--- src/rtl/axi_read_arbiter_if.sv ---
// AXI read-channel (AR + R) bundle between the arbiter and the memory side.
// master = arbiter, slave = memory/interconnect.
interface axi_read_arbiter_if;
    logic [3:0]  arid;
    logic [31:0] araddr;
    logic [7:0]  arlen;
    logic [2:0]  arsize;
    logic        arvalid;
    logic        arready;
    logic [3:0]  rid;
    logic [31:0] rdata;
    logic [1:0]  rresp;
    logic        rlast;
    logic        rvalid;
    logic        rready;

    modport master (
        output arid, araddr, arlen, arsize, arvalid, rready,
        input  arready, rid, rdata, rresp, rlast, rvalid
    );

    modport slave (
        input  arid, araddr, arlen, arsize, arvalid, rready,
        output arready, rid, rdata, rresp, rlast, rvalid
    );
endinterface

--- src/rtl/axi_read_arbiter.sv ---
// Shares one AXI read channel between the instruction-fetch and data-load
// sram-like ports; data has fixed priority, one transaction outstanding.
module axi_read_arbiter #(
    parameter logic [3:0] INST_ID = 4'd0,
    parameter logic [3:0] DATA_ID = 4'd1
) (
    input  logic        clk,
    input  logic        rst,
    input  logic        flush,
    input  logic        inst_req,
    input  logic [31:0] inst_addr,
    output logic        inst_addr_ok,
    output logic        inst_data_ok,
    output logic [31:0] inst_rdata,
    input  logic        data_req,
    input  logic [31:0] data_addr,
    input  logic [1:0]  data_size,
    output logic        data_addr_ok,
    output logic        data_data_ok,
    output logic [31:0] data_rdata,
    output logic        data_rerr,
    axi_read_arbiter_if.master axi
);

    localparam int unsigned ADDR_W = 32;
    localparam int unsigned SIZE_W = 2;

    typedef enum logic [1:0] {IDLE, ADDR, RESP} state_t;

    state_t              state, state_d;
    logic                own_data, own_data_d;
    logic                cancel, cancel_d;
    logic [ADDR_W-1:0]   addr_q, addr_d;
    logic [SIZE_W-1:0]   size_q, size_d;
    logic                arvalid_c, rready_c;

    // rid is not used for routing: the owner register identifies the response
    logic unused_rid;
    assign unused_rid = ^axi.rid;

    always_ff @(posedge clk or posedge rst) begin
        if (rst) begin
            state    <= IDLE;
            own_data <= 1'b0;
            cancel   <= 1'b0;
            addr_q   <= '0;
            size_q   <= '0;
        end else begin
            state    <= state_d;
            own_data <= own_data_d;
            cancel   <= cancel_d;
            addr_q   <= addr_d;
            size_q   <= size_d;
        end
    end

    always_comb begin
        state_d      = state;
        own_data_d   = own_data;
        cancel_d     = cancel;
        addr_d       = addr_q;
        size_d       = size_q;
        arvalid_c    = 1'b0;
        rready_c     = 1'b0;
        inst_addr_ok = 1'b0;
        inst_data_ok = 1'b0;
        inst_rdata   = '0;
        data_addr_ok = 1'b0;
        data_data_ok = 1'b0;
        data_rdata   = '0;
        data_rerr    = 1'b0;

        case (state)
            IDLE: begin
                cancel_d = 1'b0;
                if (data_req) begin
                    addr_d     = data_addr;
                    size_d     = data_size;
                    own_data_d = 1'b1;
                    state_d    = ADDR;
                end else if (inst_req && !flush) begin
                    addr_d     = inst_addr;
                    size_d     = SIZE_W'(2);
                    own_data_d = 1'b0;
                    state_d    = ADDR;
                end
            end
            ADDR: begin
                // AR stays asserted through a flush; the fetch stage still
                // needs addr_ok to retire its request
                arvalid_c = 1'b1;
                if (!own_data && flush) cancel_d = 1'b1;
                if (axi.arready) begin
                    state_d = RESP;
                    if (own_data) data_addr_ok = 1'b1;
                    else          inst_addr_ok = 1'b1;
                end
            end
            RESP: begin
                rready_c = 1'b1;
                if (!own_data && flush) cancel_d = 1'b1;
                if (axi.rvalid && axi.rlast) begin
                    state_d  = IDLE;
                    cancel_d = 1'b0;
                    if (own_data) begin
                        data_data_ok = 1'b1;
                        data_rdata   = axi.rdata;
                        data_rerr    = |axi.rresp;
                    end else if (!cancel && !flush) begin
                        inst_data_ok = 1'b1;
                        inst_rdata   = axi.rdata;
                    end
                end
            end
            default: state_d = IDLE;
        endcase
    end

    assign axi.arvalid = arvalid_c;
    assign axi.rready  = rready_c;
    assign axi.araddr  = addr_q;
    assign axi.arid    = own_data ? DATA_ID : INST_ID;
    assign axi.arsize  = {1'b0, size_q};
    assign axi.arlen   = 8'd0;

endmodule

--- src/flat_wrapper.sv ---
// flat-port wrapper written by rule: the top's interface ports become plain ports
module axi_read_arbiter_flat 
#(
    parameter logic [3:0] INST_ID = 4'd0,
    parameter logic [3:0] DATA_ID = 4'd1
)
  (clk, rst, flush, inst_req, inst_addr, inst_addr_ok, inst_data_ok, inst_rdata, data_req, data_addr, data_size, data_addr_ok, data_data_ok, data_rdata, data_rerr, axi_arid, axi_araddr, axi_arlen, axi_arsize, axi_arvalid, axi_rready, axi_arready, axi_rid, axi_rdata, axi_rresp, axi_rlast, axi_rvalid);
  axi_read_arbiter_if axi_i ();
  input  logic clk;
  input  logic rst;
  input  logic flush;
  input  logic inst_req;
  input  logic [31:0] inst_addr;
  output logic inst_addr_ok;
  output logic inst_data_ok;
  output logic [31:0] inst_rdata;
  input  logic data_req;
  input  logic [31:0] data_addr;
  input  logic [1:0] data_size;
  output logic data_addr_ok;
  output logic data_data_ok;
  output logic [31:0] data_rdata;
  output logic data_rerr;
  output wire logic [$bits(axi_i.arid)-1:0] axi_arid;
  output wire logic [$bits(axi_i.araddr)-1:0] axi_araddr;
  output wire logic [$bits(axi_i.arlen)-1:0] axi_arlen;
  output wire logic [$bits(axi_i.arsize)-1:0] axi_arsize;
  output wire logic [$bits(axi_i.arvalid)-1:0] axi_arvalid;
  output wire logic [$bits(axi_i.rready)-1:0] axi_rready;
  input wire logic [$bits(axi_i.arready)-1:0] axi_arready;
  input wire logic [$bits(axi_i.rid)-1:0] axi_rid;
  input wire logic [$bits(axi_i.rdata)-1:0] axi_rdata;
  input wire logic [$bits(axi_i.rresp)-1:0] axi_rresp;
  input wire logic [$bits(axi_i.rlast)-1:0] axi_rlast;
  input wire logic [$bits(axi_i.rvalid)-1:0] axi_rvalid;
  assign axi_arid = axi_i.arid;
  assign axi_araddr = axi_i.araddr;
  assign axi_arlen = axi_i.arlen;
  assign axi_arsize = axi_i.arsize;
  assign axi_arvalid = axi_i.arvalid;
  assign axi_rready = axi_i.rready;
  assign axi_i.arready = axi_arready;
  assign axi_i.rid = axi_rid;
  assign axi_i.rdata = axi_rdata;
  assign axi_i.rresp = axi_rresp;
  assign axi_i.rlast = axi_rlast;
  assign axi_i.rvalid = axi_rvalid;
  axi_read_arbiter #(.INST_ID(INST_ID), .DATA_ID(DATA_ID)) u_core (.clk(clk), .rst(rst), .flush(flush), .inst_req(inst_req), .inst_addr(inst_addr), .inst_addr_ok(inst_addr_ok), .inst_data_ok(inst_data_ok), .inst_rdata(inst_rdata), .data_req(data_req), .data_addr(data_addr), .data_size(data_size), .data_addr_ok(data_addr_ok), .data_data_ok(data_data_ok), .data_rdata(data_rdata), .data_rerr(data_rerr), .axi(axi_i));
endmodule
--- config.mk ---
export PLATFORM = sky130hd
export DESIGN_NAME = axi_read_arbiter_flat
export DESIGN_NICKNAME = d
export VERILOG_FILES = /design/src/rtl/axi_read_arbiter_if.sv /design/src/rtl/axi_read_arbiter.sv /design/src/flat_wrapper.sv
export SDC_FILE = /design/constraint.sdc
export NUM_CORES = 1
export LEC_CHECK = 0
export ABC_AREA = 1
export BUFFER_PORTS_ARGS = -buffer_cell sky130_fd_sc_hd__buf_2
export CAP_MARGIN = 20
export CORE_AREA = 2 2 90 92
export CTS_CLUSTER_SIZE = 40
export DETAILED_ROUTE_END_ITERATION = 12
export DIE_AREA = 0 0 92 94
export PLACE_DENSITY = 0.73
export SKIP_CTS_REPAIR_TIMING = 1
export SYNTH_ARGS = -nofsm -noshare
export SYNTH_HDL_FRONTEND = slang
export SYNTH_SLANG_ARGS = --single-unit
--- constraint.sdc ---
create_clock -name clk -period 1.4 [get_ports clk]
set_input_delay 0.14 -clock clk [delete_from_list [all_inputs] [get_ports clk]]
set_output_delay 0.14 -clock clk [all_outputs]
set_load 0.1 [all_outputs]
==> summary.txt <==
Layout
  – Layout Cells excl Fill: 750
  – P&R area growth vs syn: 134.1%
  – Leading cell type in the layout, fill and taps excluded: nand2_1
  – Net count, final: 764
  – ANT cells: 0
  – Commonest cells after routing, fill and taps aside: nand2_1, buf_2, buf_12
  – Share of cells above drive strength 1: 58.18%

Floorplan
  – Die Height: 94 um
  – Initial core utilization: 33.49%
  – Cell Rows: 32
  – Die area: 8648 um2
  – Io pins: 230
  – Core ar.: 7607 um2
  – Die X: 92 um

Timing
  – Final setup TNS: -21.13 ns
  – Setup violators final: 70
  – Setup repair after global routing missed its margin: yes
  – Period Utilization, post-route: 124.6%
  – Post-layout min period: 1.745 ns
  – Clock Skew: 0.007741 ns
  – F_max: 573.1 MHz
  – Final hold violation count: 0
  – PnR worst setup slack: -0.3449 ns
  – Final count of pins violating max slew: 0

Clock network
  – Clk root buf: clkbuf_8
  – CTS Buf Count: 5
  – CTS clk-pin slew, worst paths: 0.08 ns
  – CTS H-Tree Depth: 2
  – Max clock buf depth: 2
  – CTS tree: built
  – Worst skew pair latency: 0.29 ns
  – CTS sink cnt: 38

Logic synthesis
  – Xor/xnor share of the synthesized area: 0%
  – Unique masters post-synth: 17
  – Mux cell area share after synthesis: 0%
  – Synth Area in Compound Gates: 1.228%
  – Avg Inst Size Synth: 6.138 um2
  – Synth top area share: 37.33%
  – Main combinational cell family by area after synthesis: simple AND/OR/NAND/NOR gates
  – Yosys warns: 0
  – Simple-Gate Fraction of Synth Area: 42.98%
  – Syn Inst Count: 415
  – Synth Area in Adders: 2.456%
  – Flops & latches, synth: 38
  – Mapped cell area: 2547 um2
  – Seq/Total Area, Yosys: 37.33%
  – Top cells by area, synth: dfrtp_1, nand2_1, nor2_1
  – Cell taking the most area after synthesis: dfrtp_1

Placement
  – Placed Cells: 733
  – Routability cong.: 0.7600
  – Dpl hpwl: 8467 um
  – I/O Buffers: 213

Pwr
  – PD cells: 1834 nW/um2
  – Internal: 0.004226 W
  – Pleak: 3.135 nW
  – VDD IR max: 2.172 mV
  – Net Sw Frac: 61.38%
  – Gate power share: 72.3%
  – Clk pwr share: 10.2%
  – Switch Pwr: 0.006716 W
  – Seq pwr share: 17.5%

Flow run
  – Total of max-cap violations: 0

Critical path
  – Critical Setup Path Class: flop to primary output
  – End point of the critical path: data_rdata[12]
  – Register-to-register setup slack: 0 ns
  – Cells along the critical path: inv_2 -> ha_4 -> nand3_4 -> buf_12 -> nor2_4 -> buf_12
  – Crit start category: flop
  – Crit-path max cell delay: 0.40 ns
  – Critical path peak fanout: 12
  – FF-to-FF Start: u_core.state[0]
  – Worst-path cell with the longest stage delay: dfrtp_1
  – CP Capture Type: primary output
  – Worst setup path start: u_core.state[0]
  – Cell mode on critical path: buf_12
  – WP data required: 1.26 ns
  – R2r endpoint: u_core.axi.araddr[10]
  – Arr. time, crit path: 1.60 ns
  – R2R depth: 9

Status
  – Violated checks: setup timing
  – Outcome: finished, violations left

Global route
  – Largest net degree at the start of global routing: 39
  – GRT Resource Usage Total: 22.50%
  – Initial antenna violation count: 0
  – First-pass GRT wire length: 15610 um
  – GR Overflow Total: 0
  – Number of global-route vias before repair: 3172

Min path
  – Min-delay src: data_size[0]
  – HP Class: input pin to flop

Route
  – Final wirelength: 10380 um
  – Avg WL per Cell: 13.84 um
  – Via density: 4.443
  – Iter 0 DRT Violations: 74
  – Via count: 3332
  – Final ANT Viol Nets: 0
  – Drt first pass iters: 4
  – Detailed-route DRC error count: 0
==> worst max-delay path: cells and delay by family (launching register included) <==
family / cells / cell delay [ns]
adders and majority gates: 1 / 0.17
buffers and inverters: 3 / 0.47
DFF: 1 / 0.40
and+or+nand+nor: 2 / 0.27
==> through the flow <==
stage / worst slack, ns / utilization [%] / power [W] / hold slack (ns) / instance area [um2]
after floorplan: -0.5911 / - / 0.007531 / 0.2846 / 3222
after detailed placement: -0.04783 / 72.04 / 0.009156 / 0.2891 / 5480
after CTS: -0.3706 / 73.85 / 0.01030 / -0.03009 / 5618
after global placement: -0.03706 / 72.04 / 0.009016 / 0.2677 / 5480
final: -0.3449 / 78.40 / 0.01094 / 0.09004 / 5964
after global routing: -0.3990 / 78.40 / 0.01139 / 0.1154 / 5964
==> worst min-delay path by stage <==
| stage | endpoint | slack [ns] | cells past startpoint |
|---|---|---|---|
| 6_report | u_core.size_q[0] | 0.09 | 3 |
| 5_1_grt | u_core.size_q[0] | 0.12 | 3 |
| 4_1_cts | u_core.axi.araddr[6] | -0.03 | 3 |
| 2_1_floorplan | u_core.size_q[0] | 0.28 | 2 |
| 3_5_place_dp | u_core.axi.araddr[4] | 0.29 | 3 |
| 3_3_place_gp | u_core.axi.araddr[2] | 0.27 | 3 |
==> cell usage after synthesis (all sizes together) <==
cell type and count:
a21oi 3, buf 32, conb 1, dfrtp 38, ha 5, inv 48
nand2 209, nand3 5, nand4 2, nor2 68, nor3 3, o21ai 1
==> state kept, by name, summed over array words and instances, names as in the netlist <==
signal	cells
u_core.axi.araddr	32
u_core.state	2
u_core.own_data	1
u_core.cancel	1
u_core.size_q	2
==> logic make-up (layout without fill, tap and decap cells) <==
kind of cell / count (synthesis) / count (layout)
compound gates: 4 / 4
other cells: 1 / 12
simple gates: 287 / 287
buf+inv: 80 / 302
fa+ha+maj: 5 / 5
flops: 38 / 38
==> power by group through the flow <==
stage	Combinational, W	Sequential, W	Clock [W]
2_1_floorplan	0.00232	0.00521	0
3_3_place_gp	0.00713	0.00188	0
3_5_place_dp	0.00727	0.00189	0
4_1_cts	0.00726	0.00190	0.00114
5_1_grt	0.00824	0.00197	0.00118
6_report	0.00792	0.00191	0.00111
==> layer usage <==
layer / GRT usage, % / up-vias / share of wire, %
met5: 0 / - / 0
met4: 4.478 / 0 / 1.1
met3: 4.575 / 12 / 7.5
met2: 44.18 / 175 / 55
met1: 25.00 / 1503 / 36
li1: - / 1642 / -
==> cell type report <==
type / count / area, um2
Sequential cell: 38 / 950.9
Tap cell: 102 / 127.6
Inverter: 48 / 195.2
Fill cell: 499 / 1643
Timing Repair Buffer: 246 / 2564
Multi-Input combinational cell: 308 / 1989
Clock buffer: 5 / 68.82
Clock inverter: 3 / 68.82
No activity file was read; power rests on OpenSTA's default activity.
